File: config.mk
export PLATFORM = sky130hd
export DESIGN_NAME = maxpool2x2_stream
export DESIGN_NICKNAME = d
export VERILOG_FILES = /design/src/rtl/unet_pkg.sv /design/src/rtl/pool_line_buf.sv /design/src/rtl/maxpool2x2_stream.sv
export SDC_FILE = /design/constraint.sdc
export NUM_CORES = 1
export LEC_CHECK = 0
export CAP_MARGIN = 5
export CORE_ASPECT_RATIO = 1.4
export CORE_MARGIN = 1
export CORE_UTILIZATION = 58
export CTS_BUF_LIST = sky130_fd_sc_hd__clkbuf_4 sky130_fd_sc_hd__clkbuf_8
export DETAILED_ROUTE_END_ITERATION = 6
export MAX_ROUTING_LAYER = met4
export PLACE_DENSITY_LB_ADDON = 0.25
export SYNTH_ARGS = -nofsm -noshare
export SYNTH_HDL_FRONTEND = slang
export SYNTH_SLANG_ARGS = --single-unit
export TNS_END_PERCENT = 30
File: constraint.sdc
create_clock -name clk -period 4.9 [get_ports clk]
set_input_delay 0.98 -clock clk [delete_from_list [all_inputs] [get_ports clk]]
set_output_delay 0.98 -clock clk [all_outputs]
set_load 0.02 [all_outputs]
File: src/rtl/unet_pkg.sv
// -----------------------------------------------------------------------------
// unet_pkg
// Shared definitions for the UNet encoder/decoder streaming blocks.
//   POOL_DATA_W    default signed pixel width
//   POOL_MAX_WIDTH default largest input image width for the pooling stage
//   POOL_DIM_W     default width of image dimension ports
//   SMAX_W         working width of smax(); callers sign-extend into it so
//                  one function serves any pixel width up to 32 bits
//   dim_t          image dimension type at the default dimension width
//   smax()         signed maximum of two values
// -----------------------------------------------------------------------------
package unet_pkg;

  localparam int POOL_DATA_W    = 8;
  localparam int POOL_MAX_WIDTH = 128;
  localparam int POOL_DIM_W     = 8;
  localparam int SMAX_W         = 32;

  typedef logic [POOL_DIM_W-1:0] dim_t;

  // Signed max. Operands are sign-extended by the caller, so the result
  // always fits back into the caller's original width.
  function automatic logic signed [SMAX_W-1:0] smax(
    input logic signed [SMAX_W-1:0] a,
    input logic signed [SMAX_W-1:0] b
  );
    return (a > b) ? a : b;
  endfunction

endpackage

File: src/rtl/pool_line_buf.sv
// -----------------------------------------------------------------------------
// pool_line_buf
// Single-write / single-read synchronous RAM holding the horizontal pair maxima
// of the previous (even) image row. Contents are not reset; every entry is
// rewritten by an even row before the following odd row reads it.
// Ports:
//   clk        clock, rising edge
//   wr_en_i    write strobe
//   wr_addr_i  write address (pair index = column >> 1)
//   wr_data_i  pair maximum to store
//   rd_en_i    read strobe; rd_data_o updates only when it is high
//   rd_addr_i  read address
//   rd_data_o  registered read data, held between reads
// -----------------------------------------------------------------------------
module pool_line_buf #(
  parameter int DATA_W = 8,
  parameter int DEPTH  = 64,
  parameter int AW     = 6
) (
  input  logic              clk,
  input  logic              wr_en_i,
  input  logic [AW-1:0]     wr_addr_i,
  input  logic [DATA_W-1:0] wr_data_i,
  input  logic              rd_en_i,
  input  logic [AW-1:0]     rd_addr_i,
  output logic [DATA_W-1:0] rd_data_o
);

  logic [DATA_W-1:0] mem_q [DEPTH];
  logic [DATA_W-1:0] rd_data_q;

  // Read and write never target the same row pair in the same cycle (writes
  // happen on even rows, reads on odd rows), so no bypass is needed.
  always_ff @(posedge clk) begin
    if (wr_en_i) begin
      mem_q[wr_addr_i] <= wr_data_i;
    end
    if (rd_en_i) begin
      rd_data_q <= mem_q[rd_addr_i];
    end
  end

  assign rd_data_o = rd_data_q;

endmodule

File: src/rtl/maxpool2x2_stream.sv
// -----------------------------------------------------------------------------
// maxpool2x2_stream
// Streaming 2x2 / stride-2 signed max-pool. Takes a raster-order pixel stream
// of a width x height map and emits the floor(W/2) x floor(H/2) pooled map in
// raster order, one pooled pixel per complete 2x2 window.
// Ports:
//   clk         clock, rising edge
//   rst_n       asynchronous active-low reset
//   clr         synchronous soft clear: abort frame, counters to 0 (wins over
//               in_valid)
//   width       input image width, 2..MAX_WIDTH, latched on first pixel
//   height      input image height, >= 2, latched on first pixel
//   in_valid    a pixel is present on in this cycle
//   in          signed input pixel
//   out_valid   one-cycle pulse, out holds a pooled pixel
//   out         signed pooled pixel (max of a 2x2 window), held between pulses
//   out_last    with out_valid: last pooled pixel of the frame
//   frame_done  one-cycle pulse after the final input pixel is accepted
// Dataflow:
//   even column  -> hmax_q holds the left pixel; odd rows also launch the
//                   line-buffer read for this column pair
//   odd column   -> even row: store max(left,right) in the line buffer
//                   odd row : out = max(max(left,right), line-buffer data)
// -----------------------------------------------------------------------------
module maxpool2x2_stream
  import unet_pkg::*;
#(
  parameter int DATA_W    = POOL_DATA_W,
  parameter int MAX_WIDTH = POOL_MAX_WIDTH,
  parameter int DIM_W     = POOL_DIM_W
) (
  input  logic              clk,
  input  logic              rst_n,
  input  logic              clr,
  input  logic [DIM_W-1:0]  width,
  input  logic [DIM_W-1:0]  height,
  input  logic              in_valid,
  input  logic [DATA_W-1:0] in,
  output logic              out_valid,
  output logic [DATA_W-1:0] out,
  output logic              out_last,
  output logic              frame_done
);

  localparam int DEPTH = MAX_WIDTH / 2;
  localparam int AW    = (DEPTH > 1) ? $clog2(DEPTH) : 1;

  // ---------------------------------------------------------------------------
  // State
  // ---------------------------------------------------------------------------
  logic [DIM_W-1:0]  col_q, col_d;
  logic [DIM_W-1:0]  row_q, row_d;
  logic [DIM_W-1:0]  w_q, w_d;
  logic [DIM_W-1:0]  h_q, h_d;
  logic [DATA_W-1:0] hmax_q, hmax_d;
  logic [DATA_W-1:0] out_q, out_d;
  logic              out_valid_q, out_valid_d;
  logic              out_last_q, out_last_d;
  logic              frame_done_q, frame_done_d;

  // ---------------------------------------------------------------------------
  // Frame geometry
  // ---------------------------------------------------------------------------
  logic             first_px;
  logic [DIM_W-1:0] eff_w;
  logic [DIM_W-1:0] eff_h;
  logic [DIM_W-1:0] last_win_col;
  logic [DIM_W-1:0] last_win_row;
  logic             last_col;
  logic             last_row;
  logic             is_last_win;

  // On the first pixel of a frame the latched dims are stale, so decisions
  // for that pixel use the live ports (same values that get latched).
  assign first_px = (col_q == '0) && (row_q == '0);
  assign eff_w    = first_px ? width  : w_q;
  assign eff_h    = first_px ? height : h_q;

  assign last_col = (col_q == eff_w - DIM_W'(1));
  assign last_row = (row_q == eff_h - DIM_W'(1));

  // Bottom-right pixel of the final complete window: an odd trailing
  // column/row is discarded, so round the dimension down to even first.
  assign last_win_col = {eff_w[DIM_W-1:1], 1'b0} - DIM_W'(1);
  assign last_win_row = {eff_h[DIM_W-1:1], 1'b0} - DIM_W'(1);
  assign is_last_win  = (col_q == last_win_col) && (row_q == last_win_row);

  // ---------------------------------------------------------------------------
  // Line buffer control
  // ---------------------------------------------------------------------------
  logic              accept;
  logic              buf_wr_en;
  logic              buf_rd_en;
  logic [AW-1:0]     buf_addr;
  logic [DATA_W-1:0] buf_rdata;

  assign accept    = in_valid && !clr;
  // Reads are launched on the even column so data is ready for the odd one.
  assign buf_rd_en = accept && !col_q[0] &&  row_q[0];
  assign buf_wr_en = accept &&  col_q[0] && !row_q[0];
  assign buf_addr  = col_q[AW:1];

  // ---------------------------------------------------------------------------
  // Compare tree
  // ---------------------------------------------------------------------------
  logic [DATA_W-1:0] pair_max;
  logic [DATA_W-1:0] win_max;

  // Operands are sign-extended into smax()'s working width; the result is
  // always one of the operands, so truncating back is lossless.
  assign pair_max = DATA_W'(smax(SMAX_W'($signed(hmax_q)),
                                 SMAX_W'($signed(in))));
  assign win_max  = DATA_W'(smax(SMAX_W'($signed(pair_max)),
                                 SMAX_W'($signed(buf_rdata))));

  pool_line_buf #(
    .DATA_W (DATA_W),
    .DEPTH  (DEPTH),
    .AW     (AW)
  ) u_line_buf (
    .clk       (clk),
    .wr_en_i   (buf_wr_en),
    .wr_addr_i (buf_addr),
    .wr_data_i (pair_max),
    .rd_en_i   (buf_rd_en),
    .rd_addr_i (buf_addr),
    .rd_data_o (buf_rdata)
  );

  // ---------------------------------------------------------------------------
  // Next state
  // ---------------------------------------------------------------------------
  always_comb begin
    col_d        = col_q;
    row_d        = row_q;
    w_d          = w_q;
    h_d          = h_q;
    hmax_d       = hmax_q;
    out_d        = out_q;
    out_valid_d  = 1'b0;
    out_last_d   = 1'b0;
    frame_done_d = 1'b0;

    if (clr) begin
      // Abort: any pixel presented this cycle is dropped; out keeps its value.
      col_d = '0;
      row_d = '0;
    end else if (in_valid) begin
      if (first_px) begin
        w_d = width;
        h_d = height;
      end

      if (!col_q[0]) begin
        hmax_d = in;
      end

      if (col_q[0] && row_q[0]) begin
        out_d       = win_max;
        out_valid_d = 1'b1;
        out_last_d  = is_last_win;
      end

      if (last_col) begin
        col_d = '0;
        if (last_row) begin
          row_d        = '0;
          frame_done_d = 1'b1;
        end else begin
          row_d = row_q + DIM_W'(1);
        end
      end else begin
        col_d = col_q + DIM_W'(1);
      end
    end
  end

  // ---------------------------------------------------------------------------
  // Registers
  // ---------------------------------------------------------------------------
  always_ff @(posedge clk or negedge rst_n) begin
    if (!rst_n) begin
      col_q        <= '0;
      row_q        <= '0;
      w_q          <= '0;
      h_q          <= '0;
      hmax_q       <= '0;
      out_q        <= '0;
      out_valid_q  <= 1'b0;
      out_last_q   <= 1'b0;
      frame_done_q <= 1'b0;
    end else begin
      col_q        <= col_d;
      row_q        <= row_d;
      w_q          <= w_d;
      h_q          <= h_d;
      hmax_q       <= hmax_d;
      out_q        <= out_d;
      out_valid_q  <= out_valid_d;
      out_last_q   <= out_last_d;
      frame_done_q <= frame_done_d;
    end
  end

  assign out_valid  = out_valid_q;
  assign out        = out_q;
  assign out_last   = out_last_q;
  assign frame_done = frame_done_q;

endmodule

==> results of run 1 <==
==> Yosys cell counts (all sizes together), types with 16 or more instances <==
library cell	instances	area share
edfxtp	520	0.67
a22oi	168	0.054
nor2	105	0.017
clkbuf	64	0.010
nand2	56	0.0091
dfrtp	51	0.055
inv	45	0.0073
nand4	43	0.012
a31oi	41	0.011
a221oi	40	0.015
a22o	39	0.015
o21ai	32	0.0069
mux2i	29	0.013
nor3	25	0.0058
buf	24	0.0053
ha	24	0.013
a21oi	21	0.0045
xnor2	20	0.0076
nand3	18	0.0041
mux2	16	0.0078
==> area by class of cell <==
type,instances,area [um^2],share of cell area
Multi-Input combinational cell,825,5840,0.225
Timing Repair Buffer,94,883,0.0340
Antenna cell,1,2.50,0.0000964
Clock inverter,34,210,0.00810
Sequential cell,571,16900,0.651
Inverter,46,184,0.00709
Tap cell,528,661,0.0254
Clock buffer,101,1280,0.0495
==> worst paths after layout <==
check                           slack, ps   endpoint      from  cells after the start
worst max-delay path                  410   row_q[5]  row_q[0]                     15
worst min-delay path                  450     w_q[5]     rst_n                      2
worst max register to register        410   row_q[5]  row_q[0]                     15
worst min register to register        480     h_q[1]    h_q[1]                      2
max in group asynchronous            3950  hmax_q[4]     rst_n                      2
min in group clk                      480     h_q[1]    h_q[1]                      2
==> sequential cells by signal (all words and copies together) (netlist names) <==
name	cells
out	8
u_line_buf.rd_data_o	8
hmax_q	8
frame_done	1
h_q	8
u_line_buf.mem_q	512
col_q	8
row_q	8
out_last	1
out_valid	1
w_q	8
==> report_power, final <==
part	total [W]	internal (W)	switching [W]
registers	0.00585	0.00578	0.0000708
logic	0.00136	0.000416	0.000940
clock network	0.00353	0.00182	0.00171
==> worst reg2reg max path, delay by kind of cell (launching register included) <==
| family | cells | cell delay (ps) |
|---|---|---|
| buffers and inverters | 2 | 310 |
| muxes | 2 | 350 |
| xor gates and xnor gates | 2 | 360 |
| DFF | 1 | 500 |
| AOI/OAI and AO/OA | 2 | 550 |
| adders and majority gates | 2 | 520 |
| and+or+nand+nor | 5 | 1780 |
==> through the flow <==
step	hold WS, ps	setup slack [ps]	power, W
after floorplan	450	-145	0.00675
after global placement	464	-102	0.00725
after detailed placement	478	-124	0.00729
after CTS	449	503	0.0108
after global routing	498	207	0.0111
final	447	412	0.0107
==> metal layers <==
layer / up-vias / GRT usage / part of all wire
met4: 0 / 0.162 / 0.049
li1: 6333 / - / -
met5: - / - / 0
met3: 170 / 0.0546 / 0.089
met1: 7341 / 0.354 / 0.35
met2: 871 / 0.531 / 0.52
==> placed cells by master (no fill, tap or decap), drive strengths merged, types with 40 or more instances in the layout <==
master,instances
edfxtp,520
a22oi,168
nor2,105
clkbuf,101
buf,57
nand2,56
dfrtp,51
nand4,43
inv,43
a31oi,41
a221oi,40
==> logic make-up after synthesis <==
| family | Yosys count | share of synthesized area |
|---|---|---|
| DFF | 571 | 0.728 |
| AOI/OAI and AO/OA | 413 | 0.133 |
| and+or+nand+nor | 309 | 0.0688 |
| buffers and inverters | 134 | 0.0231 |
| muxes | 46 | 0.0218 |
| xor gates and xnor gates | 33 | 0.0125 |
| adders and majority gates | 24 | 0.0129 |
==> flow_summary.toml, run 1 <==
[run_status]
outcome = "finished clean"

[worst_setup_path]
critical_path_arrival_ps = 5020
crit_type = "reg2reg"
crit_slowest_cell = "dfrtp_1"
cp_slowest_stage_delay_ps = 500
crit_chain = "inv_1 > ha_1 > and4bb_2 > nand4_4 > mux2i_1 > buf_4 > ha_1 > nor4b_1 > xor2_1 > mux2i_1 > xnor2_1 > a211oi_1 > nand4_1 > and3_1 > o31a_1"
cp_top_family = "simple AND/OR/NAND/NOR gates"
crit_buf_inv = 2
cp-end-kind = "register"
worst_ep_required_time_ps = 5430
crit_path_max_fanout = 11
cp-start-kind = "register"

[global_routing]
grt_pass1_wl_mm = 89.2
track_usage = 0.313
grt_pass1_vias = 14700
grt_max_degree = 65
grt-ovfl-total = 0
antenna_found_initial = 1

[synthesis]
synth_nets = 1582
avgSynthCellArea_um2 = 15.2
synthFlopType = "edfxtp_1"
yosys_warnings = 0
synth-seq-cells = 571
async_reset_ff_frac = 0.0893
ys_types = 75
seq_area_frac_synth = 0.728
synth_area_um2 = 23200
syn_inst = 1530
synth-edff-count = 520

[sta]
max_freq_ghz = 0.223
hold_viol = 0
period_needed_ps = 4490
fin_crit_sh = 0.916
finalSetupViolCount = 0
maxSlewHeadroom = 0.206
fin_skew_ps = 35.4
fin_tns_setup_ps = 0
tightest_slew_ps = 1180
rsz0062_at_grt = "no"
slew_viol_final = 0

[power]
power_density_nw_per_um2 = 414
cellLeakagePower_nw = 8.43
vdd_drop_max_v = 0.000180

[clock_network]
cts_resized = 0
clk_latency_ps = 650
cts_setup_buffers = 0
path_clk_slew_ps = 60
cts-root-buf = "clkbuf_8"
cts_hold_buf = 0
clock_path_buffers = 3
cts_buffers = 80
cts_sinks = 571
h-tree-depth = 3
cts_tree = "yes"

[flow_run]
drv_cap = 0

[die]
core_um2 = 39400
start_util = 0.589
die_area_um2 = 40800
dieWidth_um = 171
row_count = 86
ios = 39
die_h_um = 239

[routing]
drc = 0
viasPerCell = 6.69
wire_per_inst_um = 27.6
drt_iter0_markers = 1599
first_pass_iters = 5
wl_mm = 60.8
final_antenna_net_count = 0
vias = 14700

[placement]
dpl_cell_area_um2 = 24500
placed_cells = 2064
routabilityCongestion = 0.909
dp_hpwl_mm = 36.4
port_buffers = 38

[hold_path]
hp-class = "in2async"

[cells_and_area]
stdcell_area_um2 = 26000
layout.cells.non_filler = 2200
area_growth_pct = 11.9
drive_gt1_frac = 0.135
fin_nets = 1670
nFillCells = 2770
post-route-util = 0.659
No activity file was read; power rests on OpenSTA's default activity.
==> inputs of run 2 (changes only) <==
HOLD_SLACK_MARGIN = 0.08   (was not set)
==> results of run 2 <==
Same layout as run 1: the final DEF is identical, and so are final timing and power.
